## config.mk

```make
export PLATFORM = sky130hd
export DESIGN_NAME = stall_sequencer
export DESIGN_NICKNAME = d
export VERILOG_FILES = /design/src/rtl/pipe_ctrl_pkg.sv /design/src/rtl/load_use_detect.sv /design/src/rtl/stall_sequencer.sv
export SDC_FILE = /design/constraint.sdc
export NUM_CORES = 1
export LEC_CHECK = 0
export BUFFER_PORTS_ARGS = -buffer_cell sky130_fd_sc_hd__clkbuf_2
export CAP_MARGIN = 20
export CORE_ASPECT_RATIO = 0.9
export CORE_MARGIN = 2
export CORE_UTILIZATION = 53
export CTS_CLUSTER_SIZE = 30
export DETAILED_ROUTE_END_ITERATION = 10
export PLACE_DENSITY = 0.91
export REMOVE_ABC_BUFFERS = 1
export SLEW_MARGIN = 20
export SYNTH_ARGS = -nofsm -noshare
export SYNTH_HDL_FRONTEND = slang
export SYNTH_SLANG_ARGS = --single-unit
```

## constraint.sdc

```tcl
create_clock -name clk -period 5.15 [get_ports clk]
set_input_delay 0.7725 -clock clk [delete_from_list [all_inputs] [get_ports clk]]
set_output_delay 0.7725 -clock clk [all_outputs]
set_load 0.01 [all_outputs]
```

## src/rtl/pipe_ctrl_pkg.sv

```systemverilog
// Shared pipeline-control definitions: sequencer state encodings, the
// hard-wired zero register and the default memory-timeout cause code.
package pipe_ctrl_pkg;

    typedef enum logic [2:0] {
        ST_RUN          = 3'd0,
        ST_MEM_WAIT     = 3'd1,
        ST_EXC_FLUSH    = 3'd2,
        ST_EXC_REDIRECT = 3'd3
    } state_t;

    localparam logic [3:0] REG_ZERO         = 4'h0;
    localparam logic [3:0] DEF_TIMEOUT_CODE = 4'hF;

endpackage

```

## src/rtl/load_use_detect.sv

```systemverilog
// Combinational load-use hazard check between the EX-stage load and the
// ID-stage source operands; shared with the forwarding unit.
module load_use_detect
    import pipe_ctrl_pkg::*;
(
    input  logic [3:0] idRs1,
    input  logic [3:0] idRs2,
    input  logic       idUsesRs2,
    input  logic [3:0] exRd,
    input  logic       exIsLoad,
    input  logic       exRegWrite,
    output logic       loadUse
);

    logic rs1_hit;
    logic rs2_hit;

    assign rs1_hit = (exRd == idRs1);
    assign rs2_hit = idUsesRs2 & (exRd == idRs2);

    // Writes to the zero register are discarded, so they never create a hazard.
    assign loadUse = exIsLoad & exRegWrite & (exRd != REG_ZERO) & (rs1_hit | rs2_hit);

endmodule

```

## src/rtl/stall_sequencer.sv

```systemverilog
// Prioritised stall / freeze / flush sequencer for the 5-stage pipeline:
// exception flush > memory-wait freeze > load-use interlock.
module stall_sequencer
    import pipe_ctrl_pkg::*;
#(
    parameter int         MEM_TIMEOUT  = 15,
    parameter int         FLUSH_CYCLES = 2,
    parameter logic [3:0] TIMEOUT_CODE = DEF_TIMEOUT_CODE
) (
    input  logic       clk,
    input  logic       rst_n,
    input  logic [3:0] idRs1,
    input  logic [3:0] idRs2,
    input  logic       idUsesRs2,
    input  logic [3:0] exRd,
    input  logic       exIsLoad,
    input  logic       exRegWrite,
    input  logic       memReq,
    input  logic       memReady,
    input  logic       excValid,
    input  logic [3:0] excCode,
    output logic       pcWrite,
    output logic       ifidWrite,
    output logic       idexBubble,
    output logic       pipeHold,
    output logic       flushIfId,
    output logic       flushIdEx,
    output logic       flushExMem,
    output logic       pcSelVector,
    output logic [3:0] excCause,
    output logic       memTimeout,
    output logic [2:0] state
);

    localparam logic [7:0] WAIT_LIMIT = 8'(MEM_TIMEOUT);
    localparam logic [2:0] FLUSH_LAST = 3'(FLUSH_CYCLES - 1);

    state_t     cur_st;
    logic [7:0] wait_cnt;
    logic [2:0] flush_cnt;
    logic [2:0] flush_nxt;
    logic       load_use;
    logic       timeout_hit;

    load_use_detect u_load_use (
        .idRs1      (idRs1),
        .idRs2      (idRs2),
        .idUsesRs2  (idUsesRs2),
        .exRd       (exRd),
        .exIsLoad   (exIsLoad),
        .exRegWrite (exRegWrite),
        .loadUse    (load_use)
    );

    assign flush_nxt   = flush_cnt + 3'd1;
    assign timeout_hit = (wait_cnt == WAIT_LIMIT);
    assign state       = cur_st;

    always_ff @(posedge clk or negedge rst_n) begin
        if (!rst_n) begin
            cur_st    <= ST_RUN;
            wait_cnt  <= '0;
            flush_cnt <= '0;
            excCause  <= '0;
        end else begin
            case (cur_st)
                ST_RUN: begin
                    if (excValid) begin
                        excCause  <= excCode;
                        flush_cnt <= '0;
                        cur_st    <= ST_EXC_FLUSH;
                    end else if (memReq & ~memReady) begin
                        wait_cnt <= 8'd1;
                        cur_st   <= ST_MEM_WAIT;
                    end
                end
                ST_MEM_WAIT: begin
                    if (excValid) begin
                        excCause  <= excCode;
                        flush_cnt <= '0;
                        cur_st    <= ST_EXC_FLUSH;
                    end else if (memReady) begin
                        wait_cnt <= '0;
                        cur_st   <= ST_RUN;
                    end else if (timeout_hit) begin
                        excCause  <= TIMEOUT_CODE;
                        flush_cnt <= '0;
                        cur_st    <= ST_EXC_FLUSH;
                    end else if (wait_cnt != 8'hFF) begin
                        wait_cnt <= wait_cnt + 8'd1;
                    end
                end
                // The entry cycle already flushed, so this state needs FLUSH_CYCLES-1 cycles.
                ST_EXC_FLUSH: begin
                    flush_cnt <= flush_nxt;
                    if (flush_nxt >= FLUSH_LAST) begin
                        cur_st <= ST_EXC_REDIRECT;
                    end
                end
                ST_EXC_REDIRECT: begin
                    cur_st <= ST_RUN;
                end
                default: begin
                    cur_st <= ST_RUN;
                end
            endcase
        end
    end

    always_comb begin
        pcWrite     = 1'b1;
        ifidWrite   = 1'b1;
        idexBubble  = 1'b0;
        pipeHold    = 1'b0;
        flushIfId   = 1'b0;
        flushIdEx   = 1'b0;
        flushExMem  = 1'b0;
        pcSelVector = 1'b0;
        memTimeout  = 1'b0;
        if (!rst_n) begin
            // Keep the pipeline frozen for as long as reset is held.
            pcWrite   = 1'b0;
            ifidWrite = 1'b0;
            pipeHold  = 1'b1;
        end else begin
            case (cur_st)
                ST_RUN: begin
                    if (excValid) begin
                        pcWrite    = 1'b0;
                        ifidWrite  = 1'b0;
                        flushIfId  = 1'b1;
                        flushIdEx  = 1'b1;
                        flushExMem = 1'b1;
                    end else if (memReq & ~memReady) begin
                        pcWrite   = 1'b0;
                        ifidWrite = 1'b0;
                        pipeHold  = 1'b1;
                    end else if (load_use) begin
                        pcWrite    = 1'b0;
                        ifidWrite  = 1'b0;
                        idexBubble = 1'b1;
                    end
                end
                ST_MEM_WAIT: begin
                    if (excValid) begin
                        pcWrite    = 1'b0;
                        ifidWrite  = 1'b0;
                        pipeHold   = 1'b1;
                        flushIfId  = 1'b1;
                        flushIdEx  = 1'b1;
                        flushExMem = 1'b1;
                    end else if (!memReady) begin
                        pcWrite    = 1'b0;
                        ifidWrite  = 1'b0;
                        pipeHold   = 1'b1;
                        memTimeout = timeout_hit;
                    end
                end
                ST_EXC_FLUSH: begin
                    pcWrite    = 1'b0;
                    ifidWrite  = 1'b0;
                    flushIfId  = 1'b1;
                    flushIdEx  = 1'b1;
                    flushExMem = 1'b1;
                end
                ST_EXC_REDIRECT: begin
                    pcSelVector = 1'b1;
                    flushIfId   = 1'b1;
                end
                default: begin
                end
            endcase
        end
    end

endmodule

```

==> results_dict.tcl, run 1 <==
set metrics [dict create \
    wirelength_um 2830 \
    cts_setup_buffers 0 \
    relSlewSlack_pct 62.8 \
    insertion_delay_ps 300 \
    critical_path_class "reg2out" \
    worst_slack_ps 2370 \
    layout_commonest_cell "clkbuf_2" \
    die_area_um2 2530 \
    holdBufCountCts 0 \
    fin_setup_tns_ps 0 \
    vias_per_cell 5.90 \
    critPathArrivalTime_ps 2010 \
    placed_cells 179 \
    reg2reg_depth 5 \
    cts_resized 0 \
    status "completed" \
    gp_congestion 0.810 \
    clock_sinks 17 \
    cellPowerDensity_nw_per_um2 410 \
    port_buffers 38 \
    rsz0062_at_grt "false" \
    clk_pin_slew_worst_paths_ps 110 \
    fillerInstances 158 \
    grt_pass1_vias 1031 \
    die_h_um 47.9 \
    vdd_ir_drop_max_mv 0.276 \
    root_buffer "clkbuf_4" \
    syn2layout_area_growth_pct 17.8 \
    wire_per_inst_um 15.4 \
    gr-total-overflow 0 \
    hold_viol 0 \
    dp_hpwl_um 2210 \
    start_util_pct 57.7 \
    nets 186 \
    route.detailed.drc 0 \
    io_pins 40 \
    track_usage_pct 25.6 \
    grt_max_degree 24 \
    setup_viol 0 \
    ctsHtreeMaxLevel 1 \
    vias 1079 \
    post-route-period-util_pct 54.0 \
    syn_area_per_cell_um2 9.16 \
    min_period_ps 2780 \
    ant_nets 0 \
    numCtsBuffers 3 \
    fp-row-count 15 \
    skew_ps 9.65 \
    syn-cell-area_um2 1140 \
    layout_common_cells "clkbuf_2, dfrtp_1, nor2_1, o21ai_0" \
    synthCells 124 \
    drive_gt1_share_pct 30.4 \
    drt_iter0_drc 22 \
    setup.worst_path.start_class "register" \
    fmax_ghz 0.360 \
    required_ps 4380 \
    synth_seq_cells 17 \
    ctsLongestPathBuffers 2 \
    hold_class "in2async" \
    yosysSeqAreaShare_pct 37.4 \
    drv_cap 0 \
    n_antenna_cell 0 \
    core_region_area_um2 1970 \
    instances_no_fill 183 \
    netlist-cell-type-count 44 \
    cts_tree "yes" \
    die_x_um 52.8 \
    drtPass1Iterations 4 \
    end_kind "primary output" \
    leakage_nw 0.646 \
    timing.final.max_slew_violations 0 \
    grt_pass1_wl_um 4560 \
    worst_slew_pin_slew_ps 556 \
    yosysWarningCount 0 \
    antenna_found_initial 0 \
    dp_worst_setup_slack_ps 2440 \
    path_max_fanout 7 \
]
cells in the mapped netlist, drive strengths merged:
library cell | n | area, um^2
xor2 | 4 | 35.0
or4 | 2 | 15.0
a221oi | 1 | 8.76
o22a | 4 | 35.0
o31ai | 5 | 37.5
and4b | 1 | 10.0
a32o | 3 | 30.0
nand2 | 5 | 18.8
or3 | 2 | 12.5
inv | 7 | 26.3
buf | 6 | 38.8
o21ai | 11 | 55.1
a22oi | 1 | 12.5
and3 | 5 | 31.3
nand3 | 3 | 15.0
nand4b | 2 | 32.5
mux2 | 1 | 11.3
nor3 | 1 | 5.00
xnor2 | 6 | 52.6
clkbuf | 2 | 7.51
nor2 | 9 | 33.8
nand4 | 3 | 18.8
a31oi | 1 | 6.26
a31o | 1 | 8.76
a21boi | 1 | 7.51
nand2b | 3 | 18.8
nor2b | 2 | 12.5
nand3b | 1 | 7.51
dfrtp | 17 | 425
and2 | 1 | 6.26
a21o | 1 | 7.51
o41ai | 1 | 8.76
or2 | 3 | 18.8
a21oi | 4 | 23.8
ha | 3 | 37.5
conb | 1 | 3.75
metrics by stage:
step / util [%] / hold slack (ps) / instance area (um^2) / total power, mW
4_1_cts: 67.9 / 432 / 1340 / 0.551
3_3_place_gp: 66.5 / 470 / 1310 / 0.459
6_report: 67.9 / 417 / 1340 / 0.549
5_1_grt: 67.9 / 444 / 1340 / 0.591
2_1_floorplan: - / 455 / 1090 / 0.381
3_5_place_dp: 66.5 / 481 / 1310 / 0.475
cell families after synthesis:
logic type | synth area share [%]
mux | 0.991
xor+xnor | 7.71
compound gates | 21.3
fa+ha+maj | 3.30
other cells | 0.330
flops | 37.4
simple gates | 22.6
buf+inv | 6.39
worst max-delay path, cell delays in order, from the launching register on:
cell	delay, ps
dfrtp_1	460
or3_1	410
or3_1	500
nor2_1	180
clkbuf_2	160
layout make-up:
cell class	instances	area [um^2]	area share (%)
multi-input combinational	92	638	47.7
inverter	7	26.3	1.96
timing repair buffer	38	190	14.2
tap	25	31.3	2.34
clock inverter	1	5.00	0.374
clock buffer	3	22.5	1.68
sequential	17	425	31.8
registers in the layout (all words and copies together), names as in the netlist:
name and cells:
state 2, excCause 4, flush_cnt 3, wait_cnt 8
path summary, 6_finish.rpt:
kind	from	endpoint	slack (ps)
hold / removal	rst_n	wait_cnt[6]	420
hold reg to reg	excCause[2]	excCause[2]	500
setup reg to reg	wait_cnt[5]	wait_cnt[7]	3130
setup / recovery	wait_cnt[5]	memTimeout	2370
max in group asynchronous	rst_n	flush_cnt[1]	4380
min in group clk	excCause[2]	excCause[2]	500
routing by layer:
layer | vias to the layer above | global-route usage [%] | wire length [um]
li1 | 519 | - | -
met1 | 514 | 27.7 | 1190
met2 | 36 | 47.5 | 1420
met3 | 10 | 7.50 | 138
met4 | 0 | 10.8 | 80
met5 | - | 0 | 0
power breakdown:
group	total (mW)	switching [mW]	internal, mW
clock	0.0733	0.0443	0.0290
combinational	0.244	0.126	0.118
sequential	0.232	0.0581	0.174
(Power assumes the default switching activity.)
==> run 2, diff against run 1 <==
- CORE_UTILIZATION: 53 -> 44
- PLACE_DENSITY: 0.91 -> 0.82
- clock period: 5.15 -> 2.5 ns (I/O delays scaled with it)
==> results_dict.tcl, run 2 (same netlist as run 1, synthesis figures left out) <==
set metrics [dict create \
    setup.worst_path.start_class "register" \
    cts_resized 0 \
    drt_iter0_drc 21 \
    fmax_ghz 0.436 \
    vias 1053 \
    timing.final.max_slew_violations 0 \
    worst_slew_pin_slew_ps 572 \
    hold_class "in2reg" \
    required_ps 2120 \
    min_period_ps 2300 \
    antenna_found_initial 0 \
    slowest_stage "or3_1" \
    vdd_ir_drop_max_mv 0.569 \
    route.detailed.drc 0 \
    grt_max_degree 16 \
    placed_cells 183 \
    hold_start "excCode[2]" \
    rsz0062_at_grt "false" \
    nets 188 \
    worstPathCellList "ha_1 -> nand4b_1 -> or3_1 -> nor2_1 -> clkbuf_2" \
    gr-total-overflow 0 \
    skew_ps 6.26 \
    critical_path_class "reg2out" \
    worst_slack_ps 204 \
    clock_sinks 17 \
    setup.worst_path.start "wait_cnt[0]" \
    busiest_layer "met2" \
    cellPowerDensity_nw_per_um2 813 \
    leakage_nw 0.652 \
    layout_commonest_cell "clkbuf_2" \
    core_region_area_um2 2450 \
    root_buffer "clkbuf_4" \
    track_usage_pct 19.1 \
    cts_setup_buffers 0 \
    relSlewSlack_pct 61.7 \
    n_antenna_cell 0 \
    reg_top3 "wait_cnt: 8 flops, excCause: 4 flops, flush_cnt: 3 flops" \
    fin_util_pct 55.5 \
    largest_reg_flops 8 \
    holdBufCountCts 1 \
    fp-row-count 17 \
    port_buffers 38 \
    drtPass1Iterations 4 \
    wire_per_inst_um 13.3 \
    cts_tree "yes" \
    insertion_delay_ps 290 \
    drv_cap 0 \
    met1_usage_pct 23.1 \
    finalPower_mw 1.10 \
    drive_gt1_share_pct 30.0 \
    die_x_um 57.6 \
    post-route-period-util_pct 91.8 \
    hold_viol 0 \
    place_area_um2 1320 \
    status "completed" \
    dp_hpwl_um 2060 \
    syn2layout_area_growth_pct 19.6 \
    path_max_fanout 6 \
    hold_ws_ps 321 \
    ctsHtreeMaxLevel 1 \
    layout_common_cells "clkbuf_2, dfrtp_1, nor2_1, o21ai_0" \
    fillerInstances 218 \
    top_register "wait_cnt" \
    ctsLongestPathBuffers 2 \
    grt_pass1_wl_um 4390 \
    numCtsBuffers 3 \
    critical_path.max_stage_delay_ps 550 \
    dp_worst_setup_slack_ps 520 \
    die_h_um 52.2 \
    ant_nets 0 \
    wirelength_um 2490 \
    clk_pin_slew_worst_paths_ps 100 \
    final_area_um2 1360 \
    use_met3_pct 4.44 \
    gp_congestion 0.918 \
    reg2reg_from "wait_cnt[0]" \
    instances_no_fill 188 \
    use_met2_pct 33.7 \
    fin_setup_tns_ps 0 \
    end_kind "primary output" \
    start_util_pct 46.4 \
    critPathArrivalTime_ps 1920 \
    grt_pass1_vias 990 \
    io_pins 40 \
    setup_viol 0 \
    die_area_um2 3000 \
    vias_per_cell 5.60 \
]
run 2: layout make-up:
type	count	area, um^2	area share [%]
multi-input cells	92	638	47.0
flip-flops and latches	17	425	31.3
repair buffers	40	208	15.3
well taps	28	35.0	2.58
clock buffers	4	26.3	1.93
inverters	7	26.3	1.93
run 2: power breakdown:
part | internal (mW) | total [mW] | leakage, nW | switching, mW
clock | 0.0620 | 0.146 | 0.0150 | 0.0836
sequential | 0.358 | 0.472 | 0.216 | 0.114
combinational | 0.243 | 0.487 | 0.422 | 0.244
total | 0.663 | 1.10 | 0.652 | 0.442
run 2: path summary, 6_finish.rpt:
path	cells after the start	slack [ps]	to
worst min-delay path	2	320	excCause[2]
worst max register to register	6	500	wait_cnt[5]
max in group asynchronous	3	1600	excCause[3]
worst min register to register	1	500	excCause[0]
min in group asynchronous	2	460	flush_cnt[2]
worst max-delay path	5	200	memTimeout
run 2: layer usage:
layer  up-vias  part of all wire, %
met3         4                  4.6
met5         -                    0
met2        26                   52
li1        519                    -
met4         0                  1.4
met1       504                   42
run 2: critical path, delay by kind of cell (launching register included):
family / cells / cell delay (ps)
and+or+nand+nor: 3 / 840
DFF: 1 / 420
adders and majority gates: 1 / 230
buffers and inverters: 1 / 140
